==> config.mk <==
export PLATFORM = sky130hd
export DESIGN_NAME = inst_encoder
export DESIGN_NICKNAME = d
export VERILOG_FILES = /design/src/rtl/inst_encoder_pkg.sv /design/src/rtl/inst_encoder_pack.sv /design/src/rtl/inst_encoder.sv
export SDC_FILE = /design/constraint.sdc
export NUM_CORES = 1
export LEC_CHECK = 0
export ABC_CLOCK_PERIOD_IN_PS = 4000
export BUFFER_PORTS_ARGS = -buffer_cell sky130_fd_sc_hd__buf_2
export CAP_MARGIN = 15
export CORE_ASPECT_RATIO = 0.6
export CORE_UTILIZATION = 55
export DETAILED_ROUTE_END_ITERATION = 8
export PLACE_DENSITY_LB_ADDON = 0.1
export SYNTH_ARGS = -nofsm -noshare
export SYNTH_HDL_FRONTEND = slang
export SYNTH_HIERARCHICAL = 1
export SYNTH_SLANG_ARGS = --single-unit
==> constraint.sdc <==
create_clock -name clk -period 4 [get_ports clk]
set_input_delay 0.2 -clock clk [delete_from_list [all_inputs] [get_ports clk]]
set_output_delay 0.2 -clock clk [all_outputs]
set_load 0.05 [all_outputs]
==> src/rtl/inst_encoder_pkg.sv <==
// Shared types and constants for the LEGv8 instruction encoder.
// Op enumeration, per-format opcodes, field widths, and immediate range helpers.
package inst_encoder_pkg;

    localparam int ADDR_W = 8;
    localparam int CNT_W  = ADDR_W + 1;
    localparam int WORD_W = 32;
    localparam int REG_W  = 5;
    localparam int IMM_W  = 26;
    localparam int OP_W   = 4;

    localparam int SHAMT_W = 6;
    localparam int IIMM_W  = 12;
    localparam int DIMM_W  = 9;
    localparam int CBIMM_W = 19;

    typedef enum logic [OP_W-1:0] {
        OP_AND  = 4'h0,
        OP_ADD  = 4'h1,
        OP_ORR  = 4'h2,
        OP_SUB  = 4'h3,
        OP_LSL  = 4'h4,
        OP_ADDI = 4'h5,
        OP_SUBI = 4'h6,
        OP_ANDI = 4'h7,
        OP_ORRI = 4'h8,
        OP_LDUR = 4'h9,
        OP_STUR = 4'hA,
        OP_B    = 4'hB,
        OP_CBZ  = 4'hC,
        OP_CBNZ = 4'hD,
        OP_RSVE = 4'hE,
        OP_RSVF = 4'hF
    } op_e;

    typedef enum logic [1:0] {
        ST_IDLE = 2'd0,
        ST_LOAD = 2'd1,
        ST_FULL = 2'd2
    } state_e;

    // R-format opcodes
    localparam logic [10:0] OPC_AND = 11'b10001010000;
    localparam logic [10:0] OPC_ADD = 11'b10001011000;
    localparam logic [10:0] OPC_ORR = 11'b10101010000;
    localparam logic [10:0] OPC_SUB = 11'b11001011000;
    localparam logic [10:0] OPC_LSL = 11'b11010011011;

    // I-format opcodes
    localparam logic [9:0] OPC_ADDI = 10'b1001000100;
    localparam logic [9:0] OPC_SUBI = 10'b1101000100;
    localparam logic [9:0] OPC_ANDI = 10'b1001001000;
    localparam logic [9:0] OPC_ORRI = 10'b1011001000;

    // D-, B- and CB-format opcodes
    localparam logic [10:0] OPC_LDUR = 11'b11111000010;
    localparam logic [10:0] OPC_STUR = 11'b11111000000;
    localparam logic [5:0]  OPC_B    = 6'b000101;
    localparam logic [7:0]  OPC_CBZ  = 8'b10110100;
    localparam logic [7:0]  OPC_CBNZ = 8'b10110101;

    // True when imm is representable as an unsigned value of 'bits' width.
    function automatic logic fits_unsigned(
        input logic [IMM_W-1:0] imm,
        input int unsigned      bits
    );
        logic [IMM_W-1:0] w_hi;
        w_hi = imm >> bits;
        return (w_hi == '0);
    endfunction

    // True when every bit above 'msb' equals imm[msb] (sign-extended fit).
    function automatic logic fits_signed(
        input logic [IMM_W-1:0] imm,
        input int unsigned      msb
    );
        logic signed [IMM_W-1:0] w_sh;
        w_sh = $signed(imm) >>> msb;
        return (w_sh == '0) || (w_sh == '1);
    endfunction

endpackage

==> src/rtl/inst_encoder_pack.sv <==
// Combinational LEGv8 field packer: op plus operands to a 32-bit word.
// Flags illegal ops and immediates that do not fit their field.
module inst_pack
    import inst_encoder_pkg::*;
(
    input  logic [OP_W-1:0]   i_op,
    input  logic [REG_W-1:0]  i_rd,
    input  logic [REG_W-1:0]  i_rn,
    input  logic [REG_W-1:0]  i_rm,
    input  logic [IMM_W-1:0]  i_imm,
    output logic [WORD_W-1:0] o_word,
    output logic              o_illegal
);

    op_e w_op;
    logic w_fit_shamt;
    logic w_fit_i;
    logic w_fit_d;
    logic w_fit_cb;

    assign w_op        = op_e'(i_op);
    assign w_fit_shamt = fits_unsigned(i_imm, SHAMT_W);
    assign w_fit_i     = fits_unsigned(i_imm, IIMM_W);
    assign w_fit_d     = fits_signed(i_imm, DIMM_W - 1);
    assign w_fit_cb    = fits_signed(i_imm, CBIMM_W - 1);

    always_comb begin
        o_word    = '0;
        o_illegal = 1'b0;
        unique case (w_op)
            OP_AND: o_word = {OPC_AND, i_rm, 6'd0, i_rn, i_rd};
            OP_ADD: o_word = {OPC_ADD, i_rm, 6'd0, i_rn, i_rd};
            OP_ORR: o_word = {OPC_ORR, i_rm, 6'd0, i_rn, i_rd};
            OP_SUB: o_word = {OPC_SUB, i_rm, 6'd0, i_rn, i_rd};
            OP_LSL: begin
                o_word    = {OPC_LSL, 5'd0, i_imm[SHAMT_W-1:0], i_rn, i_rd};
                o_illegal = !w_fit_shamt;
            end
            OP_ADDI: begin
                o_word    = {OPC_ADDI, i_imm[IIMM_W-1:0], i_rn, i_rd};
                o_illegal = !w_fit_i;
            end
            OP_SUBI: begin
                o_word    = {OPC_SUBI, i_imm[IIMM_W-1:0], i_rn, i_rd};
                o_illegal = !w_fit_i;
            end
            OP_ANDI: begin
                o_word    = {OPC_ANDI, i_imm[IIMM_W-1:0], i_rn, i_rd};
                o_illegal = !w_fit_i;
            end
            OP_ORRI: begin
                o_word    = {OPC_ORRI, i_imm[IIMM_W-1:0], i_rn, i_rd};
                o_illegal = !w_fit_i;
            end
            OP_LDUR: begin
                o_word    = {OPC_LDUR, i_imm[DIMM_W-1:0], 2'b00, i_rn, i_rd};
                o_illegal = !w_fit_d;
            end
            OP_STUR: begin
                o_word    = {OPC_STUR, i_imm[DIMM_W-1:0], 2'b00, i_rn, i_rd};
                o_illegal = !w_fit_d;
            end
            OP_B: o_word = {OPC_B, i_imm};
            OP_CBZ: begin
                o_word    = {OPC_CBZ, i_imm[CBIMM_W-1:0], i_rd};
                o_illegal = !w_fit_cb;
            end
            OP_CBNZ: begin
                o_word    = {OPC_CBNZ, i_imm[CBIMM_W-1:0], i_rd};
                o_illegal = !w_fit_cb;
            end
            default: o_illegal = 1'b1;
        endcase
    end

endmodule

==> src/rtl/inst_encoder.sv <==
// Encoder front end: accepts requests, packs them, and streams words into
// instruction memory at sequential addresses until 256 words are loaded.
module inst_encoder
    import inst_encoder_pkg::*;
(
    input  logic              clk,
    input  logic              reset,
    input  logic              start,
    input  logic              in_valid,
    output logic              in_ready,
    input  logic [OP_W-1:0]   op,
    input  logic [REG_W-1:0]  rd,
    input  logic [REG_W-1:0]  rn,
    input  logic [REG_W-1:0]  rm,
    input  logic [IMM_W-1:0]  imm,
    output logic              imem_we,
    output logic [ADDR_W-1:0] imem_addr,
    output logic [WORD_W-1:0] imem_wdata,
    output logic              err,
    output logic              full,
    output logic [CNT_W-1:0]  word_count
);

    state_e r_state;
    logic [ADDR_W-1:0] r_addr;
    logic [CNT_W-1:0]  r_count;
    logic              r_we;
    logic              r_err;
    logic              r_full;
    logic [ADDR_W-1:0] r_waddr;
    logic [WORD_W-1:0] r_wdata;

    logic [WORD_W-1:0] w_word;
    logic              w_illegal;
    logic              w_accept;
    logic              w_last;

    inst_pack u_pack (
        .i_op      (op),
        .i_rd      (rd),
        .i_rn      (rn),
        .i_rm      (rm),
        .i_imm     (imm),
        .o_word    (w_word),
        .o_illegal (w_illegal)
    );

    assign in_ready = (r_state == ST_LOAD) && !start;
    assign w_accept = in_valid && in_ready;
    assign w_last   = (r_addr == {ADDR_W{1'b1}});

    always_ff @(posedge clk) begin
        if (reset) begin
            r_state <= ST_IDLE;
            r_addr  <= '0;
            r_count <= '0;
            r_we    <= 1'b0;
            r_err   <= 1'b0;
            r_full  <= 1'b0;
            r_waddr <= '0;
            r_wdata <= '0;
        end else begin
            r_we  <= 1'b0;
            r_err <= 1'b0;
            if (start) begin
                r_state <= ST_LOAD;
                r_full  <= 1'b0;
                r_addr  <= '0;
                r_count <= '0;
            end else if (w_accept) begin
                if (w_illegal) begin
                    r_err <= 1'b1;
                end else begin
                    r_we    <= 1'b1;
                    r_waddr <= r_addr;
                    r_wdata <= w_word;
                    r_addr  <= r_addr + 1'b1;
                    r_count <= r_count + 1'b1;
                    if (w_last) begin
                        r_state <= ST_FULL;
                        r_full  <= 1'b1;
                    end
                end
            end
        end
    end

    assign imem_we    = r_we;
    assign imem_addr  = r_waddr;
    assign imem_wdata = r_wdata;
    assign err        = r_err;
    assign full       = r_full;
    assign word_count = r_count;

endmodule

==> metrics.txt <==
htree depth=3; gpl congestion=0.922; pin count of the biggest net entering global routing=46; postcts setup bufs=0; DRC viols=0; CP bufs+invs=3; WL final=9870 um; Die ar.=about 0.0064 mm2; Req. time, crit path=about 4200 ps; setup TNS=0 ps; core area=0.00570 mm2; peak supply drop=approximately 0.21 mV; Die H=62.2 um; top cells by count, synth=61 x dfxtp_1, 60 x a21oi_1, 50 x o21ai_0, 49 x nand3_1, 32 x nand2_1; clock sinks=between 60 and 70; Worst-path clk slew=~60 ps; Die W=around 100 um; share of cells above drive strength 1=25.9%; CP Max Fanout=30; Crit path depth=9; Post-synth ARST share=0%; Avg WL per Cell=16.8 um; Initial Utilization=58.2%; Clock Latency Late Sink=330 ps; fmax=~0.33 GHz; FF-to-FF path depth=3; Slew @ Worst Pin=956 ps; Hold Path Stages=3; crit-path cells=buf_2, nand2b_4, nor2_2, a221oi_2, o21ai_2, clkinv_1, buf_16, nand3_1, a21oi_1; Post-CTS Resized=0; syn_nets=480; hpwl dp=7060 um; P_leak=0.00155 uW; Area Overhead vs Synth=18.5%; DRT Pass-1 Iters=5; mapped cell area=roughly 0.0033 mm2; critical path endpoint category=register; count of final hold-check violations=0; smallest hold slack=218 ps; post-synthesis sequential area ratio=a little under two fifths; ys flop type=dfxtp_1; min-delay worst type=in2reg; Fillers=approximately 550; CP delay by family, top=buffers and inverters; max_slew headroom=36.2%; Tcrit/Tclk final=75.8%; mean number of vias per cell=just over 6; # Max-Cap Violations=0; Cell Area, Placed=0.00378 mm2; post-route design area=between 0.003 and 0.004 mm2; fin util=68.9%; Longest Clk Path Bufs=2; slowest cell on the critical path=o21ai_2; DRT iter0 DRCs=324; final max-slew violation count=0; Mean Syn Cell Area=7.73 um2; CP Launch Type=input pin; all-layer global routing usage=31.8%; dpl cells=roughly 580; Final setup viols=0; num ports=between 100 and 150; Synth Warn #=6; EDFF count, synth=0; RSZ-0062 raised after global routing=false; Hold-fix buffers, CTS=0; vias in the first global route=3201; dominant cell type by area after synthesis=dfxtp_1; Yosys top cell area share=36.8%; CTS Buf Count=9; crit-path max cell delay=770 ps; crit path time final=approximately 3000 ps; Post-Layout Cell Count=589; WS Path Type=in2reg; nets@finish=~560; Synth area leaders=dfxtp_1 37%, a21oi_1 9.1%, o21ai_0 7.5%; Synth Register Bits=61; first-pass GRT wire length=15700 um; post-synthesis cell count=429; post-route ant nets=0; Unique masters post-synth=51; Cell Rows=21; total grt overflow=0; Buffers on Ports=101; Clock Skew=between 5 and 6 ps; most common cell in the netlist=dfxtp_1; n_diodes=0; Via Count=about 3600; Power Dens Cells=between 300 and 400 mW/mm2; antenna violations before repair=0; run status=completed; clk root buf=clkbuf_8; CTS tree=built; arrival time at the worst endpoint=~3200 ps
## cell families (layout without fill, tap and decap cells)
| kind of cell | Yosys count | count (layout) | synth area share [%] |
|---|---|---|---|
| AOI/OAI and AO/OA | 161 | 161 | 29.6 |
| xor gates and xnor gates | 1 | 1 | 0.264 |
| adders and majority gates | 2 | 2 | 0.754 |
| buffers and inverters | 51 | 131 | 7.28 |
| DFF | 61 | 61 | 36.8 |
| muxes | 3 | 3 | 0.905 |
| and+or+nand+nor | 150 | 150 | 24.3 |
## report_power, final
group          leakage (uW)  total, uW  internal [uW]  switching (uW)
Sequential         0.000492        618            614            3.75
Clock             0.0000788        431            215             216
Combinational      0.000976        228           71.0             157
Total               0.00155       1280            899             377
## state kept, by name, indices dropped and copies added (netlist names)
register    cells
r_addr          8
imem_addr       8
imem_wdata     32
imem_we         1
err             1
full            1
r_state         1
word_count      9
## placed cells by master, fill, tap and decap left out, types with 2 or more instances in the layout
cell type	Yosys	final
a21oi_1	60	60
a222oi_1	11	11
a22o_1	5	5
a22oi_1	11	11
a31oi_1	2	2
and2_1	3	3
buf_2	7	101
buf_4	1	3
clkbuf_1	26	2
clkbuf_8	0	9
clkinv_2	0	3
dfxtp_1	61	61
ha_1	2	2
inv_1	11	11
mux2i_1	3	3
nand2_1	32	32
nand2b_1	3	3
nand3_1	49	49
nand3b_1	2	2
nand4_1	7	7
nor2_1	14	14
nor2_2	2	2
nor3_1	5	5
nor3b_1	2	2
nor4_1	5	5
o21ai_0	50	50
o21ai_2	1	2
o31ai_1	11	11
or2_2	2	2
or3_1	5	5
or4_1	10	10
## worst register-to-register path, stage by stage, from the launching register on
cell and delay [ps]:
dfxtp_1 340, nand4bb_2 860, or4_1 790, a21oi_1 180
## stage by stage
stage | power [uW] | worst slack (ps)
floorplan | 779 | 1920
global placement | 843 | 282
detailed placement | 854 | 676
CTS | 1280 | 1020
global route | 1330 | 668
finish | 1280 | 967
## routing by layer
metal  wire length, um  track usage [%]  vias to the layer above
met5                42             5.98                        -
met4                93             7.68                        2
met1              4650             48.0                     1681
met2              4020             42.4                      184
li1                  -                -                     1759
met3              1070             10.4                       12
## path summary, 6_finish.rpt
check / from / end / slack, ps
max: op[2] / imem_wdata[1]$_SDFFE_PP0P_ / 970
min: start / r_state[0]$_SDFFE_PP0P_ / 220
max reg2reg: full$_SDFFE_PP0P_ / r_addr[7]$_SDFFE_PP0P_ / 1750
min reg2reg: imem_addr[5]$_SDFFE_PP0P_ / imem_addr[5]$_SDFFE_PP0P_ / 470
## area by class of cell
type	instances	area (um2)	area share (%)
clock buffer	11	131	3.34
clock inverter	3	15.0	0.382
inverter	12	45.0	1.15
multi-input combinational	317	1860	47.4
sequential	61	1220	31.1
tap	80	100	2.55
timing repair buffer	105	556	14.1
Note: power is estimated with default switching activity, not from simulation.
